[config.mk]
export PLATFORM = sky130hd
export DESIGN_NAME = nibble_serial_subtractor
export DESIGN_NICKNAME = d
export VERILOG_FILES = /design/src/rtl/nibble_serial_subtractor.sv
export SDC_FILE = /design/constraint.sdc
export NUM_CORES = 1
export LEC_CHECK = 0
export BUFFER_PORTS_ARGS = -buffer_cell sky130_fd_sc_hd__buf_2
export CELL_PAD_IN_SITES_DETAIL_PLACEMENT = 0
export CELL_PAD_IN_SITES_GLOBAL_PLACEMENT = 1
export CORE_UTILIZATION = 40
export DETAILED_ROUTE_END_ITERATION = 8
export GPL_TIMING_DRIVEN = 0
export HOLD_SLACK_MARGIN = 0.12
export PLACE_DENSITY_LB_ADDON = 0.1
export REMOVE_ABC_BUFFERS = 1
export SLEW_MARGIN = 25
export SYNTH_ARGS = -nofsm -noshare
export SYNTH_HDL_FRONTEND = slang
export SYNTH_SLANG_ARGS = --single-unit
[constraint.sdc]
create_clock -name clk -period 3.7 [get_ports clk]
set_input_delay 0.555 -clock clk [delete_from_list [all_inputs] [get_ports clk]]
set_output_delay 0.555 -clock clk [all_outputs]
set_load 0.1 [all_outputs]
[src/rtl/nibble_serial_subtractor.sv]
// nibble_serial_subtractor: multi-cycle in1 - in2 (in1 + ~in2 + 1), one 4-bit slice per clock, LSB first
// Optional clamp on signed overflow: define SUB_SATURATE_EN.
module nibble_serial_subtractor #(
    parameter int WIDTH   = 32,
    parameter int SLICE_W = 4
) (
    input  logic             clk,
    input  logic             rst_n,
    input  logic             i_in_valid,
    output logic             o_in_ready,
    input  logic [WIDTH-1:0] i_in1,
    input  logic [WIDTH-1:0] i_in2,
    output logic             o_out_valid,
    input  logic             i_out_ready,
    output logic [WIDTH-1:0] o_diff,
    output logic             o_cout,
    output logic             o_of
);
    localparam int N  = WIDTH / SLICE_W;
    localparam int CW = (N > 1) ? $clog2(N) : 1;
    localparam int BW = $clog2(WIDTH);

    typedef enum logic [1:0] {IDLE, RUN, DONE} state_t;

    state_t             r_state;
    state_t             w_next;
    logic [WIDTH-1:0]   r_in1;
    logic [WIDTH-1:0]   r_in2;
    logic [WIDTH-1:0]   r_diff;
    logic               r_carry;
    logic               r_cout;
    logic               r_of;
    logic [CW-1:0]      r_cnt;
    logic [BW-1:0]      w_base;
    logic [SLICE_W-1:0] w_a;
    logic [SLICE_W-1:0] w_b;
    logic [SLICE_W:0]   w_sum;
    logic               w_last;
    logic               w_ovf;

    assign w_base = BW'(r_cnt) * BW'(SLICE_W);
    assign w_a    = r_in1[w_base +: SLICE_W];
    assign w_b    = r_in2[w_base +: SLICE_W];
    assign w_sum  = {1'b0, w_a} + {1'b0, ~w_b} + {{SLICE_W{1'b0}}, r_carry};
    assign w_last = (r_cnt == CW'(N - 1));
    assign w_ovf  = (r_in1[WIDTH-1] != r_in2[WIDTH-1]) && (w_sum[SLICE_W-1] != r_in1[WIDTH-1]);

    // state register
    always_ff @(posedge clk) begin
        if (!rst_n) r_state <= IDLE;
        else        r_state <= w_next;
    end

    // next-state logic
    always_comb begin
        w_next = r_state;
        case (r_state)
            IDLE:    w_next = i_in_valid ? RUN : IDLE;
            RUN:     w_next = w_last ? DONE : RUN;
            DONE:    w_next = i_out_ready ? IDLE : DONE;
            default: w_next = IDLE;
        endcase
    end

    // handshake outputs decoded from state
    always_comb begin
        o_in_ready  = (r_state == IDLE);
        o_out_valid = (r_state == DONE);
    end

    // operand capture and slice-serial datapath; a reset wipes any partial result
    always_ff @(posedge clk) begin
        if (!rst_n) begin
            r_in1   <= '0;
            r_in2   <= '0;
            r_diff  <= '0;
            r_carry <= 1'b0;
            r_cout  <= 1'b0;
            r_of    <= 1'b0;
            r_cnt   <= '0;
        end else if (r_state == IDLE && i_in_valid) begin
            r_in1   <= i_in1;
            r_in2   <= i_in2;
            r_carry <= 1'b1;
            r_cnt   <= '0;
        end else if (r_state == RUN) begin
            r_diff[w_base +: SLICE_W] <= w_sum[SLICE_W-1:0];
            r_carry <= w_sum[SLICE_W];
            r_cnt   <= w_last ? '0 : r_cnt + CW'(1);
            if (w_last) begin
                r_cout <= w_sum[SLICE_W];
                r_of   <= w_ovf;
`ifdef SUB_SATURATE_EN
                if (w_ovf) r_diff <= {r_in1[WIDTH-1], {(WIDTH-1){~r_in1[WIDTH-1]}}};
`endif
            end
        end
    end

    assign o_diff = r_diff;
    assign o_cout = r_cout;
    assign o_of   = r_of;
endmodule

==> metrics.cfg <==
[status]
status = finished clean

[worst_setup_path]
critPathTopFamily = adder cells
setup.worst_path.class = reg2reg
cp_slowest_stage_delay_ns = 0.65
critPathLaunch = r_cnt[0]$_SDFFE_PP0P_
worst_ep_required_time_ns = 3.99
endpoint_kind = register
path_buf_inv = 1
timing.rr.start = r_cnt[0]$_SDFFE_PP0P_
cp-start-kind = register
cp_data_arrival_time_ns = 3.53
crit_fanout = 15
cpMaxStageDelayCell = dfxtp_2
crit_chain = buf_16 > mux4_2 > nand2_1 > nand2_1 > fa_1 > fa_1 > xnor2_2 > mux2i_1 > nor2_1

[placed_design]
portBuffers = 103
hpwl_um = 6900
place_ws_ns = 0.0282
place_area_mm2 = 0.00515
routabilityCongestion = 0.749

[synthesis]
synth_cells = 509
syn_area_per_cell_um2 = 8.82
synth_edf_count = 0
yosys-top-cells-area = dfxtp_1 (46%), nand2_1 (13%), mux4_2 (8.0%)
seq_area_frac_synth = 0.464
synthDistinctLibCells = 43
synth.most_common_cell = nand2_1
synth_area_mm2 = 0.00449
ys_ff_latch = 104
yosys-top-cells-count = nand2_1 (157), dfxtp_1 (104), a21oi_1 (68), nor2_1 (32), clkbuf_1 (23)
synth_top_area_frac = 0.464
synth_area_leader_cell = dfxtp_1
async_flop_share = 0
ys_warn_count = 0
synthFlopType = dfxtp_1

[clock_network]
post_cts_buffers = 0
hold_buffers = 0
postCtsResizedCells = 0
worstSkewPairLatency_ns = 0.36
clkTransAtPathRegs_ns = 0.10
cts_tree = built
clock-sinks = 104
cts_buffer_depth = 2
cts_root_buffer = clkbuf_8
htree_levels = 3
cts_buffers = 9

[global_route]
grt_pass1_vias = 3371
met1_usage = 0.237
grtUsageTotal = 0.181
grt_max_degree = 69
grt_util_met2 = 0.299
grt_remaining_overflow = 0
grt_pass1_wl_um = 16300
met3_usage = 0.0508
grt.busiest_layer = met2
antenna_found_initial = 0

[run]
maxCapViolCount = 0

[timing]
rsz0062_at_grt = no
tns_ns = 0
period_share = 0.874
finalHoldViolCount = 0
setup_violations = 0
finalCriticalPeriod_ns = 3.23
fin_skew_ns = 0.0129
whs_ns = 0.413
fmax_mhz = 309
worst_pin_slew_ns = 0.766
setup_slack_ns = 0.466
slew_viol_final = 0
maxSlewHeadroom = 0.489

[finish]
num-fill-cells = 1091
syn_to_final_growth_pct = 18.5
drive_gt1_frac = 0.262
regArea_mm2 = 0.00208
nets = 674
num_antenna_cells = 0
finalCoreUtilization = 0.488
multi_input_area_mm2 = 0.00223
finalInstanceArea_mm2 = 0.00532

[detailed_routing]
drtIter0Drc = 129
drt_wl_total_um = 10100
drt-pass1-iter-count = 4
routedWlPerCell_um = 13.7
post-route-drc-count = 0
ant_nets = 0
vias = 3617
vias_per_cell = 4.89

[die]
rows = 38
start_util = 0.412
die_w_um = 108
die_area_mm2 = 0.0116
die_h_um = 108
top_level_ports = 104
core_mm2 = 0.0109

[pwr]
pwr_density_cell_mw_per_mm2 = 412
p_leak_nw = 2.21
peakVddDrop_v = 0.000195

[worst_hold_path]
hp-class = in2reg
holdCritStartpoint = i_in1[25]

-- placed cells by master, fill, tap and decap left out, drive strengths merged, types with 2 or more instances in the layout --
cell type,instances
o31ai,2
nand2b,2
dfxtp,104
nor3,7
o21ai,2
fa,2
nand3,3
nand2,157
nor4,2
buf,111
a21o,2
and2,2
mux2i,16
inv,12
nor2b,2
o22ai,7
a21oi,68
mux4,16
clkinvlp,2
ha,7
a211oi,14
clkbuf,10
nand3b,2
or3b,3
nor2,32
or3,2
nor4b,2
-- through the flow --
stage          instances  total power [W]
5_1_grt              740          0.00231
6_report             740          0.00219
3_5_place_dp         726          0.00160
4_1_cts              740          0.00222
2_1_floorplan        475          0.00147
3_3_place_gp         718          0.00159
-- worst reg2reg max path: stages (launching register included) --
cell,delay (ns)
dfxtp_2,0.65
buf_16,0.22
mux4_2,0.51
nand2_1,0.08
nand2_1,0.07
fa_1,0.39
fa_1,0.44
xnor2_2,0.53
mux2i_1,0.16
nor2_1,0.12
-- state kept, by name, summed over array words and instances (netlist names) --
signal   count
o_of         1
r_in1       32
o_cout       1
r_state      2
r_in2       32
r_cnt        3
r_carry      1
o_diff      32
-- report_power, final --
part | switching [W] | internal, W
clock network | 0.000376 | 0.000241
registers | 0.0000315 | 0.00117
logic | 0.000235 | 0.000141
-- path summary, 6_finish.rpt --
| check | endpoint | slack, ns | depth (start not counted) |
|---|---|---|---|
| setup / recovery | o_diff[14]$_SDFFE_PN0P_ | 0.47 | 9 |
| setup reg to reg | o_diff[14]$_SDFFE_PN0P_ | 0.47 | 9 |
| hold reg to reg | r_in2[22]$_SDFFE_PN0P_ | 0.46 | 2 |
| hold / removal | r_in1[25]$_SDFFE_PN0P_ | 0.41 | 3 |
-- logic make-up (layout without fill, tap and decap cells) --
group,Yosys count,after routing,share of synthesized area
AO/OA/AOI/OAI,99,99,0.125
XOR/XNOR,1,1,0.00195
adder cells (fa/ha/maj),9,9,0.0284
buffers and inverters,45,136,0.0435
flip-flops,104,104,0.464
multiplexers,32,32,0.116
AND/OR/NAND/NOR,219,219,0.222
-- layer usage --
metal,part of all wire,vias up,wire (um)
met4,0.0077,0,78
met3,0.045,7,455
met1,0.48,1640,4890
met5,0,-,0
li1,-,1897,-
met2,0.46,73,4710
-- cell type report --
class | instances | share of cell area
clock buffers | 10 | 0.0240
inverters | 11 | 0.00824
clock inverters | 4 | 0.00612
well taps | 140 | 0.0329
repair buffers | 111 | 0.118
flip-flops and latches | 104 | 0.392
multi-input cells | 360 | 0.419
Note: power is estimated with default switching activity, not from simulation.
